File: src/rtl/ex_wb_stage_pkg.sv
// Shared types and constants for the execute-to-writeback stage.
// Datapath widths, flag bit positions, condition codes, occupancy states,
// the buffered entry layout and the branch-condition decode helper.
package ex_wb_stage_pkg;

  localparam int DATA_W     = 16;
  localparam int FR_FLAG_W  = 4;
  localparam int REG_ADDR_W = 3;
  localparam int COND_W     = 3;

  // Flag register bit positions
  localparam int FR_C = 0;
  localparam int FR_Z = 1;
  localparam int FR_N = 2;
  localparam int FR_V = 3;

  // Branch condition codes
  localparam logic [COND_W-1:0] COND_AL = 3'd0;
  localparam logic [COND_W-1:0] COND_EQ = 3'd1;
  localparam logic [COND_W-1:0] COND_NE = 3'd2;
  localparam logic [COND_W-1:0] COND_MI = 3'd3;
  localparam logic [COND_W-1:0] COND_PL = 3'd4;
  localparam logic [COND_W-1:0] COND_CS = 3'd5;
  localparam logic [COND_W-1:0] COND_CC = 3'd6;
  localparam logic [COND_W-1:0] COND_VS = 3'd7;

  // Skid buffer occupancy
  typedef enum logic [1:0] {
    OCC_EMPTY = 2'd0,
    OCC_ONE   = 2'd1,
    OCC_FULL  = 2'd2
  } occ_e;

  // One buffered writeback entry
  typedef struct packed {
    logic [DATA_W-1:0]     y;
    logic                  wb_en;
    logic [REG_ADDR_W-1:0] rd;
  } wb_entry_t;

  // Evaluate a condition code against a flag vector
  function automatic logic cond_eval(input logic [COND_W-1:0]    cond,
                                     input logic [FR_FLAG_W-1:0] f);
    logic r;
    r = 1'b0;
    case (cond)
      COND_AL: r = 1'b1;
      COND_EQ: r = f[FR_Z];
      COND_NE: r = ~f[FR_Z];
      COND_MI: r = f[FR_N];
      COND_PL: r = ~f[FR_N];
      COND_CS: r = f[FR_C];
      COND_CC: r = ~f[FR_C];
      COND_VS: r = f[FR_V];
      default: r = 1'b0;
    endcase
    return r;
  endfunction

endpackage

File: src/rtl/ex_wb_stage_if.sv
// Handshake bundle between the alu side, this stage and regfile writeback.
//
// Handshake: on each side a transfer happens in a cycle where both valid
// and ready are high at the rising edge. valid must not depend on ready;
// once valid is raised the payload is held until the transfer occurs.
// in_ready is a registered output. The head payload (out_*) stays stable
// while out_valid is high and out_ready is low.
interface ex_wb_stage_if;
  import ex_wb_stage_pkg::*;

  logic                  in_valid;
  logic                  in_ready;
  logic [DATA_W-1:0]     in_y;
  logic [FR_FLAG_W-1:0]  in_flags;
  logic                  in_flag_we;
  logic                  in_wb_en;
  logic [REG_ADDR_W-1:0] in_rd;

  logic                  out_valid;
  logic                  out_ready;
  logic [DATA_W-1:0]     out_y;
  logic                  out_wb_en;
  logic [REG_ADDR_W-1:0] out_rd;

  // Environment side: produces ops, consumes writeback
  modport master (
    output in_valid, in_y, in_flags, in_flag_we, in_wb_en, in_rd, out_ready,
    input  in_ready, out_valid, out_y, out_wb_en, out_rd
  );

  // Stage side
  modport slave (
    input  in_valid, in_y, in_flags, in_flag_we, in_wb_en, in_rd, out_ready,
    output in_ready, out_valid, out_y, out_wb_en, out_rd
  );

endinterface

File: src/rtl/ex_wb_stage_skid_buf.sv
// ex_skid_buf: 2-entry valid/ready buffer holding {y, wb_en, rd}.
// head_q is always the oldest entry; tail_q is only meaningful when FULL.
// flush empties the buffer and discards any same-cycle push.
module ex_skid_buf
  import ex_wb_stage_pkg::*;
(
  input  logic      clk,
  input  logic      rst,
  input  logic      flush,
  input  logic      in_valid,
  output logic      in_ready,
  input  wb_entry_t in_data,
  output logic      out_valid,
  input  logic      out_ready,
  output wb_entry_t out_data,
  output occ_e      occ
);

  occ_e      occ_q, occ_d;
  wb_entry_t head_q, head_d;
  wb_entry_t tail_q, tail_d;
  logic      in_ready_q, in_ready_d;
  logic      push, pop;

  assign out_valid = (occ_q != OCC_EMPTY);
  assign in_ready  = in_ready_q;
  assign out_data  = head_q;
  assign occ       = occ_q;
  assign push      = in_valid & in_ready_q & ~flush;
  assign pop       = out_valid & out_ready;

  // Next occupancy, entry movement and registered ready
  always_comb begin
    occ_d  = occ_q;
    head_d = head_q;
    tail_d = tail_q;
    if (flush) begin
      occ_d = OCC_EMPTY;
    end else begin
      case (occ_q)
        OCC_EMPTY: begin
          if (push) begin
            head_d = in_data;
            occ_d  = OCC_ONE;
          end
        end
        OCC_ONE: begin
          if (push && pop) begin
            head_d = in_data;
          end else if (push) begin
            tail_d = in_data;
            occ_d  = OCC_FULL;
          end else if (pop) begin
            occ_d  = OCC_EMPTY;
          end
        end
        OCC_FULL: begin
          // in_ready is low here, so only a pop can occur
          if (pop) begin
            head_d = tail_q;
            occ_d  = OCC_ONE;
          end
        end
        default: occ_d = OCC_EMPTY;
      endcase
    end
    in_ready_d = (occ_d != OCC_FULL);
  end

  // State and payload registers
  always_ff @(posedge clk) begin
    if (rst) begin
      occ_q      <= OCC_EMPTY;
      head_q     <= '0;
      tail_q     <= '0;
      in_ready_q <= 1'b1;
    end else begin
      occ_q      <= occ_d;
      head_q     <= head_d;
      tail_q     <= tail_d;
      in_ready_q <= in_ready_d;
    end
  end

endmodule

File: src/rtl/ex_wb_stage.sv
// ex_wb_stage: execute-to-writeback stage. Buffers alu results in a
// 2-entry skid buffer, owns the flag register FR (updated on acceptance)
// and decodes branch conditions from it.
// Optional macro FR_BYPASS_EN: cond_true sees flags being accepted this
// cycle instead of waiting for FR to update.
module ex_wb_stage
  import ex_wb_stage_pkg::*;
(
  input  logic                 clk,
  input  logic                 rst,
  input  logic                 flush,
  ex_wb_stage_if.slave         bus,
  output logic [FR_FLAG_W-1:0] fr,
  input  logic [COND_W-1:0]    cond,
  output logic                 cond_true,
  output occ_e                 dbg_occ
);

  wb_entry_t            in_data, out_data;
  logic                 push;
  logic [FR_FLAG_W-1:0] fr_q, fr_d;
  logic [FR_FLAG_W-1:0] flags_eval;

  assign in_data = '{y: bus.in_y, wb_en: bus.in_wb_en, rd: bus.in_rd};
  assign push    = bus.in_valid & bus.in_ready & ~flush;

  ex_skid_buf u_skid (
    .clk       (clk),
    .rst       (rst),
    .flush     (flush),
    .in_valid  (bus.in_valid),
    .in_ready  (bus.in_ready),
    .in_data   (in_data),
    .out_valid (bus.out_valid),
    .out_ready (bus.out_ready),
    .out_data  (out_data),
    .occ       (dbg_occ)
  );

  assign bus.out_y     = out_data.y;
  assign bus.out_wb_en = out_data.wb_en;
  assign bus.out_rd    = out_data.rd;

  // FR takes new flags when a flag-writing op is accepted
  always_comb begin
    fr_d = fr_q;
    if (push && bus.in_flag_we) begin
      fr_d = bus.in_flags;
    end
  end

  // FR register
  always_ff @(posedge clk) begin
    if (rst) begin
      fr_q <= '0;
    end else begin
      fr_q <= fr_d;
    end
  end

  assign fr = fr_q;

`ifdef FR_BYPASS_EN
  // Condition source: flags being accepted now, otherwise FR
  always_comb begin
    flags_eval = fr_q;
    if (push && bus.in_flag_we) begin
      flags_eval = bus.in_flags;
    end
  end
`else
  // Condition source: FR only
  always_comb begin
    flags_eval = fr_q;
  end
`endif

  assign cond_true = cond_eval(cond, flags_eval);

endmodule

File: src/flat_wrapper.sv
// flat-port wrapper written by rule: the top's interface ports become plain ports
module ex_wb_stage_flat import ex_wb_stage_pkg::*;
  (clk, rst, flush, fr, cond, cond_true, dbg_occ, bus_in_valid, bus_in_y, bus_in_flags, bus_in_flag_we, bus_in_wb_en, bus_in_rd, bus_out_ready, bus_in_ready, bus_out_valid, bus_out_y, bus_out_wb_en, bus_out_rd);
  ex_wb_stage_if bus_i ();
  input  logic clk;
  input  logic rst;
  input  logic flush;
  output logic [FR_FLAG_W-1:0] fr;
  input  logic [COND_W-1:0] cond;
  output logic cond_true;
  output occ_e dbg_occ;
  input wire logic [$bits(bus_i.in_valid)-1:0] bus_in_valid;
  input wire logic [$bits(bus_i.in_y)-1:0] bus_in_y;
  input wire logic [$bits(bus_i.in_flags)-1:0] bus_in_flags;
  input wire logic [$bits(bus_i.in_flag_we)-1:0] bus_in_flag_we;
  input wire logic [$bits(bus_i.in_wb_en)-1:0] bus_in_wb_en;
  input wire logic [$bits(bus_i.in_rd)-1:0] bus_in_rd;
  input wire logic [$bits(bus_i.out_ready)-1:0] bus_out_ready;
  output wire logic [$bits(bus_i.in_ready)-1:0] bus_in_ready;
  output wire logic [$bits(bus_i.out_valid)-1:0] bus_out_valid;
  output wire logic [$bits(bus_i.out_y)-1:0] bus_out_y;
  output wire logic [$bits(bus_i.out_wb_en)-1:0] bus_out_wb_en;
  output wire logic [$bits(bus_i.out_rd)-1:0] bus_out_rd;
  assign bus_i.in_valid = bus_in_valid;
  assign bus_i.in_y = bus_in_y;
  assign bus_i.in_flags = bus_in_flags;
  assign bus_i.in_flag_we = bus_in_flag_we;
  assign bus_i.in_wb_en = bus_in_wb_en;
  assign bus_i.in_rd = bus_in_rd;
  assign bus_i.out_ready = bus_out_ready;
  assign bus_in_ready = bus_i.in_ready;
  assign bus_out_valid = bus_i.out_valid;
  assign bus_out_y = bus_i.out_y;
  assign bus_out_wb_en = bus_i.out_wb_en;
  assign bus_out_rd = bus_i.out_rd;
  ex_wb_stage u_core (.clk(clk), .rst(rst), .flush(flush), .bus(bus_i), .fr(fr), .cond(cond), .cond_true(cond_true), .dbg_occ(dbg_occ));
endmodule
File: config.mk
export PLATFORM = sky130hd
export DESIGN_NAME = ex_wb_stage_flat
export DESIGN_NICKNAME = d
export VERILOG_FILES = /design/src/rtl/ex_wb_stage_pkg.sv /design/src/rtl/ex_wb_stage_if.sv /design/src/rtl/ex_wb_stage_skid_buf.sv /design/src/rtl/ex_wb_stage.sv /design/src/flat_wrapper.sv
export SDC_FILE = /design/constraint.sdc
export NUM_CORES = 1
export LEC_CHECK = 0
export CORE_MARGIN = 5
export CORE_UTILIZATION = 49
export DETAILED_ROUTE_END_ITERATION = 10
export MAX_ROUTING_LAYER = met4
export PLACE_DENSITY = 0.86
export SETUP_SLACK_MARGIN = 0.4
export SYNTH_ARGS = -nofsm -noshare
export SYNTH_HDL_FRONTEND = slang
export SYNTH_SLANG_ARGS = --single-unit
File: constraint.sdc
create_clock -name clk -period 4.6 [get_ports clk]
set_input_delay 0.92 -clock clk [delete_from_list [all_inputs] [get_ports clk]]
set_output_delay 0.92 -clock clk [all_outputs]
set_load 0.05 [all_outputs]
==> metrics.yaml <==
run_status:
  status: "complete, no violations"
cells_and_area:
  regArea_um2: 940.9
  finalInstanceArea_um2: 2674
  drive_gt1_frac: 0.04297
  multi_input_area_um2: 953.4
  antenna_cells: 0
  final_cell_mix: "61 x clkdlybuf4s50_1, 47 x dfxtp_1, 45 x mux2i_1, 45 x nor2_1, 20 x a211oi_1"
  fillCellCount: 333
  synthToLayoutAreaGrowth_pct: 36.11
  layout_commonest_cell: "clkdlybuf4s50_1"
  fin_nets: 290
cts:
  path_clk_slew_ns: 0.08
  cts_sinks: 47
  h-tree-depth: 2
  postCtsSetupBuffers: 0
  tritoncts: "yes"
  cts-root-buf: "clkbuf_8"
  worstSkewPairLatency_ns: 0.29
  numCtsBuffers: 5
  hold_buffers: 0
  cts_buffer_depth: 2
  cts-resized-gates: 0
detailed_routing:
  routed-via-count: 1581
  drt_pass1_iterations: 4
  route.antenna.remaining_nets: 0
  avgViaCountPerCell: 5.167
  wl_per_cell_um: 14.18
  drtIter0Drc: 33
  drc_errors: 0
  totalWireLength_um: 4338
logic_synthesis:
  synth_top_area_share: 0.4790
  syn_area_per_cell_um2: 9.822
  async_flop_share: 0
  synth-seq-cells: 47
  synth-seq-area-share: 0.4790
  synth_area_leaders: "dfxtp_1 48%, mux2i_1 23%, nor2_1 8.6%"
  postSynthCellCount: 200
  ys.flop_type: "dfxtp_1"
  synthesis.nets: 233
  synth_largest_area_cell: "dfxtp_1"
  synth-edff-count: 0
  synth.cell_area_um2: 1964
  yosysWarnings: 0
  synth.distinct_cells: 25
sta:
  worst_pin_slew_ns: 0.8080
  finalSetupViolCount: 0
  tns_ns: 0
  timing.slew.headroom: 0.4596
  drv_slew: 0
  period_share: 0.8092
  hold_viol: 0
  fin_crit_ns: 3.722
  timing.clock.skew_ns: 0.002244
  max_freq_mhz: 268.7
  rsz0062_at_grt: "false"
  layout_setup_ws_ns: 0.8779
placement:
  place_ws_ns: 0.9008
  port_buffers: 61
  dp.final_hpwl_um: 3053
  dpl-instance-area_um2: 2601
  gp_congestion: 0.7121
global_routing:
  gr-usage-all-layers: 0.1756
  grt_pass1_wl_um: 7065
  grt-busiest-layer: "met2"
  overflow: 0
  grtUsageMet2: 0.2731
  use_met1: 0.2137
  use_met3: 0.05472
  grt_max_degree: 41
  grt_pass1_vias: 1573
  antenna_found_initial: 0
floorplanning:
  initial_core_util: 0.4983
  ios: 62
  num_rows: 23
  design.core.area_um2: 3943
  chipHeight_um: 73.32
  dieWidth_um: 73.32
  fp.dieArea_um2: 5375
critical_path:
  required_ns: 3.68
  cp.arrival_ns: 2.80
  crit_path_start_kind: "primary input"
  path_max_fanout: 6
  crit_type: "in2out"
  end_kind: "output pin"
job:
  cap_violations: 0
power:
  powerDensity_nw_per_um2: 309.0
  leakage_nw: 1.263
  ir_worst_vdd_v: 0.0002841
min_path:
  hold_path_class: "reg2reg"
critical path, cell delays in order:
cell and delay, ns:
clkdlybuf4s50_1 0.50, nor2b_1 0.18, a21oi_1 0.14, o211ai_1 0.11, a21oi_1 0.15, clkdlybuf4s50_1 0.81
final cells by class:
| type | count | share of cell area |
|---|---|---|
| Inverter | 1 | 0.001404 |
| Multi-Input combinational cell | 137 | 0.3566 |
| Clock buffer | 6 | 0.02714 |
| Sequential cell | 47 | 0.3519 |
| Tap cell | 50 | 0.02340 |
| Timing Repair Buffer | 65 | 0.2396 |
cell families after synthesis:
group / count (synthesis) / synth area share
AND/OR/NAND/NOR: 64 / 0.1439
flip-flops: 47 / 0.4790
multiplexers: 45 / 0.2293
AO/OA/AOI/OAI: 27 / 0.1019
buffers and inverters: 16 / 0.04140
XOR/XNOR: 1 / 0.004459
report_power, final:
group | internal, W | switching [W] | total (W)
Clock | 0.000101 | 0.000126 | 0.000227
Combinational | 0.0000707 | 0.0000968 | 0.000167
Sequential | 0.000422 | 0.00000967 | 0.000432
Total | 0.000594 | 0.000232 | 0.000826
metrics by stage:
| step | total power [W] | cells | utilization | hold slack (ns) |
|---|---|---|---|---|
| after global routing | 0.0008653 | 306 | 0.6782 | 0.5355 |
| after detailed placement | 0.0006100 | 300 | 0.6598 | 0.4851 |
| after floorplan | 0.0005380 | 200 | - | 0.4627 |
| after global placement | 0.0006068 | 300 | 0.6598 | 0.4738 |
| final | 0.0008263 | 306 | 0.6782 | 0.4979 |
| after CTS | 0.0008381 | 306 | 0.6782 | 0.5025 |
final timing paths:
check	start	endpoint	slack [ns]	depth (start not counted)
worst max-delay path	cond[1]	cond_true	0.88	6
worst max register to register	u_core.u_skid.in_ready	u_core.u_skid.tail_q[8]	2.59	5
worst min-delay path	u_core.u_skid.out_data[8]	u_core.u_skid.out_data[8]	0.50	2
worst min register to register	u_core.u_skid.out_data[8]	u_core.u_skid.out_data[8]	0.50	2
cells in the mapped netlist, drive strengths merged (2+ instances only):
cell type  count
nor2b          2
a21oi          3
and2           2
dfxtp         47
a211oi        20
buf            7
clkbuf         8
mux2i         45
nand2b         2
nor2          45
nand2          6
registers in the layout, indices dropped and copies added, names as in the netlist:
signal	cells
u_core.fr	4
u_core.u_skid.out_data	20
u_core.u_skid.in_ready	1
u_core.u_skid.occ	2
u_core.u_skid.tail_q	20
per-layer routing:
layer / share of wire / vias to the layer above
li1: - / 810
met1: 0.45 / 718
met2: 0.45 / 47
met3: 0.081 / 6
met4: 0.016 / 0
met5: 0 / -
No activity file was read; power rests on OpenSTA's default activity.
